[config.mk]
export PLATFORM = sky130hd
export DESIGN_NAME = fc_layer_ctrl_flat
export DESIGN_NICKNAME = d
export VERILOG_FILES = /design/src/rtl/fc_pkg.sv /design/src/rtl/fc_layer_ctrl_if.sv /design/src/rtl/fc_mac.sv /design/src/rtl/fc_layer_ctrl.sv /design/src/flat_wrapper.sv
export SDC_FILE = /design/constraint.sdc
export NUM_CORES = 1
export LEC_CHECK = 0
export ABC_AREA = 1
export BUFFER_PORTS_ARGS = -buffer_cell sky130_fd_sc_hd__buf_4
export CORE_ASPECT_RATIO = 0.8
export CORE_MARGIN = 2
export CORE_UTILIZATION = 35
export DETAILED_ROUTE_END_ITERATION = 6
export HOLD_SLACK_MARGIN = 0.15
export PLACE_DENSITY = 0.51
export SKIP_CTS_REPAIR_TIMING = 1
export SYNTH_ARGS = -nofsm -noshare
export SYNTH_HDL_FRONTEND = slang
export SYNTH_SLANG_ARGS = --single-unit
[constraint.sdc]
create_clock -name clk -period 9.6 [get_ports clk]
set_input_delay 1.92 -clock clk [delete_from_list [all_inputs] [get_ports clk]]
set_output_delay 1.92 -clock clk [all_outputs]
set_load 0.01 [all_outputs]
[src/rtl/fc_pkg.sv]
// Shared defaults and FSM state type for the fully-connected layer sequencer.
package fc_pkg;
    localparam int FC_IN_NUM  = 256;
    localparam int FC_OUT_NUM = 32;
    localparam int FC_DATA_W  = 8;
    localparam int FEAT_W     = 8;
    localparam int ACC_W      = 24;

    typedef enum logic [1:0] {
        S_IDLE,
        S_FETCH,
        S_DRAIN,
        S_OUT
    } fc_state_t;
endpackage

[src/rtl/fc_layer_ctrl_if.sv]
// Valid/ready result port between the FC sequencer and the classifier stage.
interface fc_layer_ctrl_if #(
    parameter int OIDX_W = $clog2(fc_pkg::FC_OUT_NUM),
    parameter int ACC_W  = fc_pkg::ACC_W
) ();
    logic                    out_valid;
    logic                    out_ready;
    logic [OIDX_W-1:0]       out_idx;
    logic signed [ACC_W-1:0] out_data;

    modport master (output out_valid, out_idx, out_data, input out_ready);
    modport slave  (input out_valid, out_idx, out_data, output out_ready);
endinterface

[src/rtl/fc_mac.sv]
// Signed multiply-accumulate with synchronous clear; the sum wraps modulo 2^ACC_W.
module fc_mac #(
    parameter int FC_DATA_W = fc_pkg::FC_DATA_W,
    parameter int FEAT_W    = fc_pkg::FEAT_W,
    parameter int ACC_W     = fc_pkg::ACC_W
) (
    input  logic                        clk,
    input  logic                        rst,
    input  logic                        clr,
    input  logic                        en,
    input  logic signed [FC_DATA_W-1:0] weight,
    input  logic signed [FEAT_W-1:0]    feat,
    output logic signed [ACC_W-1:0]     sum_nxt
);
    localparam int PROD_W = FC_DATA_W + FEAT_W;

    logic signed [PROD_W-1:0] prod;
    logic signed [ACC_W-1:0]  acc_q;

    assign prod    = weight * feat;
    // sum_nxt lets the sequencer capture the final sum on the same edge as the last product
    assign sum_nxt = acc_q + ACC_W'(prod);

    always_ff @(posedge clk or posedge rst) begin
        if (rst)
            acc_q <= '0;
        else if (clr)
            acc_q <= '0;
        else if (en)
            acc_q <= sum_nxt;
    end
endmodule

[src/rtl/fc_layer_ctrl.sv]
// Fully-connected layer sequencer: streams weight ROM and feature buffer through one MAC
// and presents each neuron's sum on a valid/ready port.
//
// state   | meaning
// S_IDLE  | waiting for start
// S_FETCH | issuing weight/feature reads for neuron o
// S_DRAIN | waiting for the last product to reach the accumulator
// S_OUT   | holding neuron o's sum until the consumer accepts it
module fc_layer_ctrl #(
    parameter int IN_NUM    = fc_pkg::FC_IN_NUM,
    parameter int OUT_NUM   = fc_pkg::FC_OUT_NUM,
    parameter int FC_DATA_W = fc_pkg::FC_DATA_W,
    parameter int FEAT_W    = fc_pkg::FEAT_W,
    parameter int ACC_W     = fc_pkg::ACC_W,
    parameter int ADDR_W    = $clog2(IN_NUM * OUT_NUM),
    parameter int FADDR_W   = $clog2(IN_NUM),
    parameter int OIDX_W    = $clog2(OUT_NUM)
) (
    input  logic                        clk,
    input  logic                        rst,
    input  logic                        start,
    output logic                        busy,
    output logic                        done,
    output logic [ADDR_W-1:0]           rom_raddr,
    input  logic signed [FC_DATA_W-1:0] rom_dout,
    output logic [FADDR_W-1:0]          feat_raddr,
    input  logic signed [FEAT_W-1:0]    feat_din,
    fc_layer_ctrl_if.master             out_bus
);
    fc_pkg::fc_state_t state_q, state_d;
    logic [OIDX_W-1:0] o_q;
    logic iss_v_q, d_v_q;
    logic last_issue, last_neuron, out_fire, acc_clr;
    logic signed [ACC_W-1:0] sum_nxt;

    assign last_issue  = (feat_raddr == FADDR_W'(IN_NUM - 1));
    assign last_neuron = (o_q == OIDX_W'(OUT_NUM - 1));
    assign out_fire    = out_bus.out_valid && out_bus.out_ready;
    assign acc_clr     = (state_d == fc_pkg::S_FETCH) && (state_q != fc_pkg::S_FETCH);

    fc_mac #(.FC_DATA_W(FC_DATA_W), .FEAT_W(FEAT_W), .ACC_W(ACC_W)) u_mac (
        .clk    (clk),
        .rst    (rst),
        .clr    (acc_clr),
        .en     (d_v_q),
        .weight (rom_dout),
        .feat   (feat_din),
        .sum_nxt(sum_nxt)
    );

    always_ff @(posedge clk or posedge rst) begin
        if (rst)
            state_q <= fc_pkg::S_IDLE;
        else
            state_q <= state_d;
    end

    always_comb begin
        state_d = state_q;
        case (state_q)
            // done is still high in the first IDLE cycle; a start there is dropped
            fc_pkg::S_IDLE:  if (start && !done) state_d = fc_pkg::S_FETCH;
            fc_pkg::S_FETCH: if (last_issue) state_d = fc_pkg::S_DRAIN;
            fc_pkg::S_DRAIN: if (d_v_q && !iss_v_q) state_d = fc_pkg::S_OUT;
            fc_pkg::S_OUT:   if (out_fire) state_d = last_neuron ? fc_pkg::S_IDLE : fc_pkg::S_FETCH;
            default:         state_d = fc_pkg::S_IDLE;
        endcase
    end

    always_ff @(posedge clk or posedge rst) begin
        if (rst) begin
            busy              <= 1'b0;
            done              <= 1'b0;
            o_q               <= '0;
            iss_v_q           <= 1'b0;
            d_v_q             <= 1'b0;
            rom_raddr         <= '0;
            feat_raddr        <= '0;
            out_bus.out_valid <= 1'b0;
            out_bus.out_idx   <= '0;
            out_bus.out_data  <= '0;
        end else begin
            d_v_q <= iss_v_q;
            done  <= 1'b0;
            case (state_q)
                fc_pkg::S_IDLE: begin
                    if (state_d == fc_pkg::S_FETCH) begin
                        busy       <= 1'b1;
                        o_q        <= '0;
                        rom_raddr  <= '0;
                        feat_raddr <= '0;
                        iss_v_q    <= 1'b1;
                    end
                end
                fc_pkg::S_FETCH: begin
                    if (last_issue) begin
                        iss_v_q <= 1'b0;
                    end else begin
                        rom_raddr  <= rom_raddr + ADDR_W'(1);
                        feat_raddr <= feat_raddr + FADDR_W'(1);
                    end
                end
                fc_pkg::S_DRAIN: begin
                    if (d_v_q && !iss_v_q) begin
                        out_bus.out_valid <= 1'b1;
                        out_bus.out_data  <= sum_nxt;
                        out_bus.out_idx   <= o_q;
                    end
                end
                fc_pkg::S_OUT: begin
                    if (out_fire) begin
                        out_bus.out_valid <= 1'b0;
                        if (last_neuron) begin
                            busy <= 1'b0;
                            done <= 1'b1;
                        end else begin
                            // next row starts on the handshake edge, no idle bubble
                            o_q        <= o_q + OIDX_W'(1);
                            rom_raddr  <= rom_raddr + ADDR_W'(1);
                            feat_raddr <= '0;
                            iss_v_q    <= 1'b1;
                        end
                    end
                end
                default: ;
            endcase
        end
    end
endmodule
[src/flat_wrapper.sv]
// flat-port wrapper written by rule: the top's interface ports become plain ports
module fc_layer_ctrl_flat 
#(
    parameter int IN_NUM    = fc_pkg::FC_IN_NUM,
    parameter int OUT_NUM   = fc_pkg::FC_OUT_NUM,
    parameter int FC_DATA_W = fc_pkg::FC_DATA_W,
    parameter int FEAT_W    = fc_pkg::FEAT_W,
    parameter int ACC_W     = fc_pkg::ACC_W,
    parameter int ADDR_W    = $clog2(IN_NUM * OUT_NUM),
    parameter int FADDR_W   = $clog2(IN_NUM),
    parameter int OIDX_W    = $clog2(OUT_NUM)
)
  (clk, rst, start, busy, done, rom_raddr, rom_dout, feat_raddr, feat_din, out_bus_out_valid, out_bus_out_idx, out_bus_out_data, out_bus_out_ready);
  fc_layer_ctrl_if #(.OIDX_W(OIDX_W), .ACC_W(ACC_W)) out_bus_i ();
  input  logic clk;
  input  logic rst;
  input  logic start;
  output logic busy;
  output logic done;
  output logic [ADDR_W-1:0] rom_raddr;
  input  logic signed [FC_DATA_W-1:0] rom_dout;
  output logic [FADDR_W-1:0] feat_raddr;
  input  logic signed [FEAT_W-1:0] feat_din;
  output wire logic [$bits(out_bus_i.out_valid)-1:0] out_bus_out_valid;
  output wire logic [$bits(out_bus_i.out_idx)-1:0] out_bus_out_idx;
  output wire logic [$bits(out_bus_i.out_data)-1:0] out_bus_out_data;
  input wire logic [$bits(out_bus_i.out_ready)-1:0] out_bus_out_ready;
  assign out_bus_out_valid = out_bus_i.out_valid;
  assign out_bus_out_idx = out_bus_i.out_idx;
  assign out_bus_out_data = out_bus_i.out_data;
  assign out_bus_i.out_ready = out_bus_out_ready;
  fc_layer_ctrl #(.IN_NUM(IN_NUM), .OUT_NUM(OUT_NUM), .FC_DATA_W(FC_DATA_W), .FEAT_W(FEAT_W), .ACC_W(ACC_W), .ADDR_W(ADDR_W), .FADDR_W(FADDR_W), .OIDX_W(OIDX_W)) u_core (.clk(clk), .rst(rst), .start(start), .busy(busy), .done(done), .rom_raddr(rom_raddr), .rom_dout(rom_dout), .feat_raddr(feat_raddr), .feat_din(feat_din), .out_bus(out_bus_i));
endmodule
After elaboration in Yosys (flattened, before gate mapping) --
Index checks and enable logic that the tools add are counted.
Operators by class: reduce and logical (&&, ||, !) cells 17, multipliers 1, add/subtract/negate cells 4, multiplexer cells 36, equal/unequal tests 14
Operator list (number):
- two-way mux 13 bit | 4
- two-way mux 24 bit | 2
- case mux 13 bit (3 select lines) | 1
- two-way mux 8 bit | 4
- adder 24 x 16 -> 24 bit | 1
- case mux 8 bit (3 select lines) | 1
- multiplier 8 x 8 -> 16 bit | 1
- two-way mux 5 bit | 3
- adder 13 x 1 -> 13 bit (second input constant) | 1
- two-way mux 1 bit | 12
- inequality test 2 x 1 -> 1 bit (second input constant) | 6
- case mux 5 bit (2 select lines) | 1
- AND reduction 5 bit | 2
- adder 8 x 1 -> 8 bit (second input constant) | 1
- equality test 8 bit (second input constant) | 1
- two-way mux 2 bit | 4
- case mux 2 bit (4 select lines) | 1
- AND reduction 4 bit | 2
- nonzero test 2 bit | 3
- adder 5 x 1 -> 5 bit (second input constant) | 1
- equality test 5 bit (second input constant) | 1
- equality test 2 x 1 -> 1 bit (second input constant) | 2
- equality test 2 bit (second input constant) | 2
- logical AND 1 bit | 4
- 8 further kinds | 11
Storage, ports and cells: input bits 20, register bits after elaboration 86

Logic depth before layout (Yosys ltp) --
Gate-level depths: netlist of run 1.
depth after elaboration 7, mapped depth 23

Modules after synthesis --
A second synthesis of run 1 with hierarchy kept.
Second synthesis, totals: cells, all modules 1045, area total of the unflattened synthesis 8525.7 um2
Modules (own cells, without submodules):
- fc_mac | cells an instance 685, instances 1, area an instance 5529.1 um2, seq. area each 600.6 um2
- fc_layer_ctrl | cells an instance 360, instances 1, area an instance 2996.6 um2, seq. area each 1551.5 um2

Worst setup path after synthesis of run 1 --
No wires, ideal clock.
path type input -> register, from in rom_dout[7], to reg u_core.out_bus.out_data[15], path buffers 1, data required time 9.482 ns, setup slack 3.233 ns, library setup time 0.118 ns, stages on the path 18, arrival time 6.249 ns, cell sequence clkbuf_1 > nand2_1 > inv_1 > fa_1 > inv_1 > fa_1 > inv_1 > fa_1 > fa_1 > ha_1 > ha_1 > nand2_1 > inv_1 > a21oi_1 > nand3_1 > or2_2 > nand3_1 > nand2_1
On the way: word-level cells in the longest chain between the ends 2
RTL lines:
- start, declared | RTL line flat_wrapper.sv:21 | input logic signed [FC_DATA_W-1:0] rom_dout;
- multiplier 8 x 8 -> 16 bit | RTL line fc_mac.sv:20 | assign prod = weight * feat;
- adder 24 x 16 -> 24 bit | RTL line fc_mac.sv:22 | assign sum_nxt = acc_q + ACC_W'(prod);
- end signal, assigned | RTL line fc_layer_ctrl.sv:106 | out_bus.out_data <= sum_nxt;
- end, declared | RTL line fc_layer_ctrl_if.sv:11 | modport master (output out_valid, out_idx, out_data, input out_ready);
Every way passes these cells. A chain may end at the register's enable or synchronous reset.

Final worst setup path of run 1 --
from in feat_din[7], to reg u_core.u_mac.acc_q[18]
On the way: word-level cells in the longest chain between the ends 4
RTL lines:
- start, declared | RTL line flat_wrapper.sv:23 | input logic signed [FEAT_W-1:0] feat_din;
- multiplier 8 x 8 -> 16 bit | RTL line fc_mac.sv:20
- adder 24 x 16 -> 24 bit | RTL line fc_mac.sv:22
- two-way mux 24 bit | RTL line fc_mac.sv:29 | else if (en)
- two-way mux 24 bit | RTL line fc_mac.sv:27 | else if (clr)
- end signal, assigned | RTL line fc_mac.sv:30 | acc_q <= sum_nxt;
- end, declared | RTL line fc_mac.sv:18 | logic signed [ACC_W-1:0] acc_q;
Every way passes these cells. The select of a mux whose other input is x is not followed.

==> impl_metrics.toml, run 1 <==
[timing]
worst_pin_slew_ns = 0.993
max_freq_ghz = 0.155
fin_setup_tns_ns = 0
setup_violations = 0
relSlewSlack_pct = 33.8
slew_viol_final = 0
finalCritPeriodShare_pct = 67.3
finalHoldViolCount = 0
rsz0062_at_grt = "false"
whs_ns = 0.427
min_period_ns = 6.46
skew_ns = 0.0140

[logic_synthesis]
ys_warn_count = 0
avgSynthCellArea_sq_um = 8.15
ys_ff_latch = 86
synth_seq_area_share_pct = 26.0
synthCells = 1016
yosysUniqueCellTypes = 34
syn-cell-area_sq_um = 8280
synth_nets = 1198

[final_layout]
utilization_pct = 40.3
num-fill-cells = 2419
multi_input_area_sq_um = 5300
seq_area_sq_um = 2150
fin_area_sq_um = 9420
drive_gt1_share_pct = 10.4
num_antenna_cells = 0
area_delta_synth_final_pct = 13.7
nets = 1257

[route]
vias = 6326
drc_errors = 0
drt-total-wl_um = 20500
drt_iter0_drc = 370
wire_per_inst_um = 14.7
dr.pass1.iters = 5
detail-route-antenna-nets = 0
vias_per_cell = 4.54

[status]
status = "complete, no violations"

[setup_path]
crit_type = "input pin to flop"
cp_slowest_stage_delay_ns = 0.59
path_cells = "buf_4 -> clkinv_1 -> or2_2 -> fa_1 -> fa_1 -> inv_1 -> fa_1 -> fa_1 -> fa_1 -> ha_1 -> nand2_1 -> nand3_1 -> nand2_1 -> nand2_1 -> nand3_1 -> nand3b_1 -> nand3_1 -> nand2_1"
worstPathRequired_ns = 9.84
worst-path-max-fanout = 9
critPathCaptureType = "flop"
start_kind = "input pin"
cp_common_cell = "fa_1"
r2r_slack_ns = 5.00
slowest_stage = "fa_1"
arrival_ns = 6.70

[cts]
clock_latency_ns = 0.35
cts.clk_slew.worst_paths_ns = 0.08
cts_buffer_depth = 2
numCtsBuffers = 9
clockRootBuffer = "clkbuf_16"
htreeDepth = 3
clock_sinks = 86
cts_tree = "done"

[run]
cap_violations = 0

[floorplan]
ioPinCount = 73
start_util_pct = 35.5
die-height_um = 142
die_w_um = 176
rows = 50
core_sq_um = 23300
die-area_sq_um = 24900

[grt]
first_global_vias = 6701
track_usage_pct = 17.9
grt_first_pass_wirelength_um = 35600
grt_overflow = 0
grt_max_degree = 75
antenna_found_initial = 0

[place]
dpl_cell_area_sq_um = 9110
place_hpwl_um = 16700
portBuffers = 72
place_congestion = 0.878

[hold_path]
hold_class = "flop to flop"
-- synthesized netlist by cell type --
| master | count | area (sq um) |
|---|---|---|
| nand2_1 | 299 | 1120 |
| inv_1 | 182 | 683 |
| fa_1 | 104 | 2080 |
| dfrtp_1 | 86 | 2150 |
| nand3_1 | 63 | 315 |
| nor2_1 | 60 | 225 |
| ha_1 | 58 | 726 |
| o21ai_1 | 22 | 110 |
| clkbuf_1 | 21 | 78.8 |
| o21ai_0 | 21 | 105 |
| xor2_1 | 18 | 158 |
| a21oi_1 | 16 | 80.1 |
| nand4_1 | 8 | 50.1 |
| or2_2 | 8 | 50.1 |
| xnor2_1 | 8 | 70.1 |
| inv_2 | 7 | 26.3 |
| nor3_1 | 7 | 35.0 |
| o22ai_1 | 5 | 31.3 |
| nand3b_1 | 4 | 30.0 |
| buf_2 | 3 | 15.0 |
| and2_1 | 2 | 12.5 |
| o21bai_1 | 2 | 15.0 |
| buf_4 | 1 | 7.51 |
| buf_6 | 1 | 11.3 |
| clkinv_1 | 1 | 3.75 |
| nand2_2 | 1 | 6.26 |
| nand2_4 | 1 | 11.3 |
| nand4_2 | 1 | 12.5 |
| nor2_2 | 1 | 6.26 |
| nor3_2 | 1 | 10.0 |
| nor3_4 | 1 | 16.3 |
| nor4_1 | 1 | 6.26 |
| o2111ai_1 | 1 | 8.76 |
| o21a_1 | 1 | 7.51 |
-- metrics by stage --
step / instances / setup WS (ns)
2_1_floorplan: 1016 / 3.23
3_3_place_gp: 1376 / 2.77
3_5_place_dp: 1376 / 2.76
4_1_cts: 1392 / 3.12
5_1_grt: 1392 / 2.72
6_report: 1392 / 3.14
-- critical path: cells and delay by family --
family        cells  cell delay [ns]
fa+ha+maj         6             3.03
buf+inv           3             0.39
simple gates      9             1.36
-- registers in the layout, indices dropped and copies added, names as in the netlist, 2 cells and up --
register,cells
u_core.o_q,5
u_core.out_bus.out_data,24
u_core.feat_raddr,8
u_core.u_mac.acc_q,24
u_core.rom_raddr,13
u_core.out_bus.out_idx,5
u_core.state_q,2
-- final timing paths --
check / startpoint / endpoint / cells past startpoint
setup / recovery: feat_din[7] / u_core.u_mac.acc_q[18] / 18
hold / removal: u_core.iss_v_q / u_core.d_v_q / 0
setup reg to reg: u_core.u_mac.acc_q[4] / u_core.u_mac.acc_q[18] / 19
hold reg to reg: u_core.iss_v_q / u_core.d_v_q / 0
max in group asynchronous: rst / u_core.out_bus.out_data[8] / 3
min in group asynchronous: rst / u_core.busy / 2
-- placed cells by master, fill, tap and decap left out, drive strengths merged, types with 16 or more instances in the layout --
cell / Yosys / routed
dfrtp: 86 / 86
buf: 5 / 74
xor2: 18 / 18
nor2: 61 / 61
a21oi: 16 / 16
nand3: 63 / 63
fa: 104 / 104
nand2: 301 / 301
ha: 58 / 58
inv: 189 / 192
o21ai: 43 / 43
-- cell type report --
cell class                 count  share of cell area, %
sequential                    86                   22.9
timing repair buffer          74                   5.90
clock inverter                 7                  0.797
multi-input combinational    714                   56.3
clock buffer                   9                   2.39
tap                          312                   4.15
inverter                     190                   7.59
-- cells by family (layout without fill, tap and decap cells) --
family	count (synthesis)	in the layout	share of synthesized area, %
adder cells (fa/ha/maj)	162	162	33.9
AND/OR/NAND/NOR	458	458	23.1
buffers and inverters	216	280	9.97
XOR/XNOR	26	26	2.75
AO/OA/AOI/OAI	68	68	4.32
flip-flops	86	86	26.0
-- routing by layer --
metal  GRT usage [%]  vias to the layer above  share of wire (%)
met1            28.5                     2993                 55
met2            26.5                      105                 41
li1                -                     3216                  -
met3            2.06                       12                3.2
met4            2.61                        0               0.71
met5               0                        -                  0
Power of run 1 is not shown: default switching activity piles up to over one toggle a cycle in this logic, so the estimate is an artifact.
==> inputs of run 2 (changes only) <==
==> constraint.sdc (replaced) <==
create_clock -name clk -period 6.7 [get_ports clk]
set_input_delay 1.34 -clock clk [delete_from_list [all_inputs] [get_ports clk]]
set_output_delay 1.34 -clock clk [all_outputs]
set_load 0.01 [all_outputs]
==> impl_metrics.toml, run 2 (synthesis results as in run 1) <==
[cts]
clockRootBuffer = "clkbuf_16"
clock_latency_ns = 0.36
htreeDepth = 3
numCtsBuffers = 9
cts_tree = "done"
clock_sinks = 86
cts.clk_slew.worst_paths_ns = 0.08
cts_buffer_depth = 2

[route]
drc_errors = 0
wire_per_inst_um = 14.5
detail-route-antenna-nets = 0
drt-total-wl_um = 20300
vias_per_cell = 4.55
dr.pass1.iters = 5
vias = 6350
drt_iter0_drc = 347

[grt]
grt_first_pass_wirelength_um = 35200
first_global_vias = 6624
grt_max_degree = 51
use_met2_pct = 26.1
grt_overflow = 0
grt_util_met3_pct = 2.14
track_usage_pct = 17.8
met1_usage_pct = 28.1
antenna_found_initial = 0
gr-max-usage-layer = "met1"

[setup_path]
crit_type = "input pin to flop"
crit_family = "adder cells"
path_cells = "buf_4 -> nand2_1 -> inv_1 -> fa_1 -> inv_1 -> fa_1 -> inv_1 -> fa_1 -> fa_1 -> ha_1 -> ha_1 -> nand2_1 -> nor2_1 -> inv_1 -> nor2_1 -> nand4_1 -> nand3_1 -> nand2_1 -> nand3_1 -> nand2_1"
slowest_stage = "fa_1"
start_kind = "input pin"
worst-path-max-fanout = 8
critPathCaptureType = "flop"
path_buf_inv = 5
arrival_ns = 5.98
worstPathRequired_ns = 6.94
cp_slowest_stage_delay_ns = 0.66

[final_layout]
nets = 1261
final_common_cell = "nand2_1"
multi_input_area_sq_um = 5300
num-fill-cells = 2400
seq_area_sq_um = 2150
drive_gt1_share_pct = 10.7
reg.largest.list = "u_core.out_bus.out_data (24), u_core.u_mac.acc_q (24), u_core.rom_raddr (13)"
layout_common_cells = "nand2_1 (299), inv_1 (181), fa_1 (104), dfrtp_1 (86), buf_4 (78)"
area_delta_synth_final_pct = 14.1
num_antenna_cells = 0

[place]
pre_cts_slack_ns = 0.583
place_congestion = 0.879
portBuffers = 72
place_hpwl_um = 16600

[timing]
worst_pin_slew_ns = 0.858
max_freq_ghz = 0.174
finalCritPeriodShare_pct = 85.7
relSlewSlack_pct = 42.7
finalHoldViolCount = 0
skew_ns = 0.0173
slew_viol_final = 0
rsz0062_at_grt = "false"
setup_violations = 0
fin_setup_tns_ns = 0
min_period_ns = 5.74
fin_ws_ns = 0.960

[floorplan]
rows = 50
die-height_um = 142
core_sq_um = 23300
die-area_sq_um = 24900
start_util_pct = 35.5
die_w_um = 176
ioPinCount = 73

[run]
cap_violations = 0

[hold_path]
hold_class = "flop to flop"

[status]
status = "complete, no violations"
==> run 2: path summary, 6_finish.rpt <==
check | start | endpoint | cells after the start | slack (ns)
max | feat_din[2] | u_core.u_mac.acc_q[21] | 20 | 0.96
min reg2reg | u_core.iss_v_q | u_core.d_v_q | 0 | 0.43
min | u_core.iss_v_q | u_core.d_v_q | 0 | 0.43
min in group asynchronous | rst | u_core.done | 2 | 1.07
max reg2reg | u_core.u_mac.acc_q[4] | u_core.u_mac.acc_q[18] | 19 | 2.05
max in group asynchronous | rst | u_core.rom_raddr[11] | 3 | 4.51
==> run 2: per-layer routing <==
| layer | wire length, um | up-vias | part of all wire [%] |
|---|---|---|---|
| li1 | - | 3220 | - |
| met1 | 11200 | 3032 | 55 |
| met2 | 8340 | 85 | 41 |
| met3 | 564 | 13 | 2.8 |
| met4 | 193 | 0 | 0.95 |
| met5 | 0 | - | 0 |
==> run 2: cell type report <==
| cell class | count | area share [%] |
|---|---|---|
| Clock buffer | 9 | 2.38 |
| Clock inverter | 7 | 0.795 |
| Inverter | 190 | 7.56 |
| Multi-Input combinational cell | 714 | 56.1 |
| Sequential cell | 86 | 22.8 |
| Tap cell | 312 | 4.13 |
| Timing Repair Buffer | 78 | 6.20 |
==> run 2: through the flow <==
step	util, %	cells	cell area, sq um	hold WS [ns]
2_1_floorplan	-	1016	8280	0.393
3_3_place_gp	39.2	1380	9150	0.409
3_5_place_dp	39.2	1380	9150	0.420
4_1_cts	40.5	1396	9450	0.438
5_1_grt	40.5	1396	9450	0.458
6_report	40.5	1396	9450	0.434
Power of run 2 is left out for the same reason.
==> inputs of run 3 (changes only) <==
--- a/config.mk
+++ b/config.mk
@@ -5,7 +5,7 @@
 export SDC_FILE = /design/constraint.sdc
 export NUM_CORES = 1
 export LEC_CHECK = 0
-export ABC_AREA = 1
+export ABC_AREA = 0
 export BUFFER_PORTS_ARGS = -buffer_cell sky130_fd_sc_hd__buf_4
 export CORE_ASPECT_RATIO = 0.8
 export CORE_MARGIN = 2
==> impl_metrics.toml, run 3 <==
[place]
portBuffers = 72
place_congestion = 0.781
place_inst = 1122
place_hpwl_um = 13800

[grt]
grt_max_degree = 54
grt_overflow = 0
grt_first_pass_wirelength_um = 28500
antenna_found_initial = 0
first_global_vias = 5416
track_usage_pct = 15.5

[final_layout]
drive_gt1_share_pct = 15.6
num-fill-cells = 2179
reg.largest.list = "u_core.out_bus.out_data (24), u_core.u_mac.acc_q (24), u_core.rom_raddr (13)"
layout_common_cells = "fa_1 (104), inv_1 (91), buf_4 (87), dfrtp_1 (86), nand2_1 (70)"
stdcell_count = 1138
final_common_cell = "fa_1"
area_delta_synth_final_pct = 16.6
utilization_pct = 41.9
nets = 1015
num_antenna_cells = 0

[logic_synthesis]
ys_async_sr_fraction_pct = 100
yosys-top-cells-area = "dfrtp_1 (28%), fa_1 (27%), ha_1 (9.3%)"
yosysUniqueCellTypes = 56
yosysMostFrequentCell = "fa_1"
yosys.area.top_type = "dfrtp_1"
ys_warn_count = 0
synthCells = 755
ys_top_cells_by_count = "fa_1 (104), inv_1 (92), dfrtp_1 (86)"
synth_top_area_share_pct = 27.6
ys_ff_latch = 86
synth_ff_type = "dfrtp_1"
synth_nets = 937
avgSynthCellArea_sq_um = 10.3
synth_edf_count = 0
syn-cell-area_sq_um = 7800
synth_seq_area_share_pct = 27.6

[setup_path]
start_kind = "input pin"
arrival_ns = 6.44
path_buf_inv = 5
crit_family = "adder cells"
crit_type = "input pin to flop"
cp_slowest_stage_delay_ns = 0.52
worst-path-max-fanout = 8
critPathCaptureType = "flop"
worstPathRequired_ns = 6.94
path_cells = "buf_4 -> nand2_1 -> inv_1 -> fa_1 -> inv_1 -> fa_1 -> buf_4 -> fa_1 -> inv_1 -> fa_1 -> ha_1 -> ha_1 -> nand4_1 -> or4_1 -> a21o_1 -> nand2_1 -> o211ai_2 -> and4b_1 -> nor4_2"
cp_common_cell = "fa_1"
slowest_stage = "fa_1"

[status]
status = "complete, no violations"

[timing]
skew_ns = 0.00867
max_freq_ghz = 0.161
fin_setup_tns_ns = 0
finalCritPeriodShare_pct = 92.5
setup_violations = 0
finalHoldViolCount = 0
min_period_ns = 6.20
worst_pin_slew_ns = 0.921
rsz0062_at_grt = "false"
slew_viol_final = 0
relSlewSlack_pct = 38.5

[floorplan]
die-height_um = 138
die_w_um = 171
ioPinCount = 73
core_sq_um = 21700
start_util_pct = 35.9
rows = 48
die-area_sq_um = 23500

[cts]
cts_buffer_depth = 2
clockRootBuffer = "clkbuf_16"
clock_sinks = 86
cts.clk_slew.worst_paths_ns = 0.07
numCtsBuffers = 9
htreeDepth = 3
clock_latency_ns = 0.33
cts_tree = "done"

[route]
detail-route-antenna-nets = 0
wire_per_inst_um = 14.7
drt-total-wl_um = 16700
dr.pass1.iters = 4
drc_errors = 0
vias_per_cell = 4.73
drt_iter0_drc = 254
vias = 5388

[run]
cap_violations = 0

[hold_path]
hold_class = "flop to flop"
run 3: cell count changes after synthesis, moves of 13 or more:
cell / previous run / this run
nand2_1: 299 / 70
mux2_2: 0 / 15
nor2_1: 60 / 47
o21ai_0: 21 / 39
o21ai_1: 22 / 1
and2_1: 2 / 36
inv_1: 182 / 92
nand3_1: 63 / 16
xnor2_1: 8 / 21
run 3: worst paths after layout:
path                                       start                          end  slack, ns  cells past startpoint
setup / recovery                     rom_dout[7]       u_core.u_mac.acc_q[21]       0.50                     19
hold / removal                    u_core.iss_v_q                 u_core.d_v_q       0.42                      0
setup reg to reg           u_core.u_mac.acc_q[4]       u_core.u_mac.acc_q[22]       1.48                     18
hold reg to reg                   u_core.iss_v_q                 u_core.d_v_q       0.42                      0
max in group asynchronous                    rst  u_core.out_bus.out_data[16]       4.55                      3
min in group asynchronous                    rst         u_core.rom_raddr[12]       1.05                      2
run 3: cell families after synthesis:
group / synth area share, %
fa+ha+maj: 36.0
xor+xnor: 3.59
flops: 27.6
buf+inv: 5.60
mux: 3.70
compound gates: 8.98
simple gates: 14.6
run 3: metal layers:
layer	track usage (%)	wire, um	vias up
met5	0	0	-
met4	1.84	63	0
met1	23.1	8310	2686
met3	2.56	437	6
met2	24.3	7910	58
li1	-	-	2638
run 3: layout make-up:
| cell class | count | area, sq um | area share [%] |
|---|---|---|---|
| clock buffers | 9 | 225 | 2.47 |
| clock inverters | 7 | 100 | 1.10 |
| well taps | 300 | 375 | 4.12 |
| multi-input cells | 555 | 5220 | 57.4 |
| inverters | 93 | 350 | 3.85 |
| flip-flops and latches | 86 | 2150 | 23.6 |
| repair buffers | 88 | 673 | 7.40 |
run 3: through the flow:
step                      setup slack, ns  hold WS, ns  area, sq um
after global placement              0.168        0.407         8770
final                               0.502        0.425         9100
after global routing                0.240        0.436         9100
after detailed placement            0.157        0.406         8770
after CTS                           0.483        0.417         9100
after floorplan                     0.134        0.381         7800
Power of run 3 is left out for the same reason.
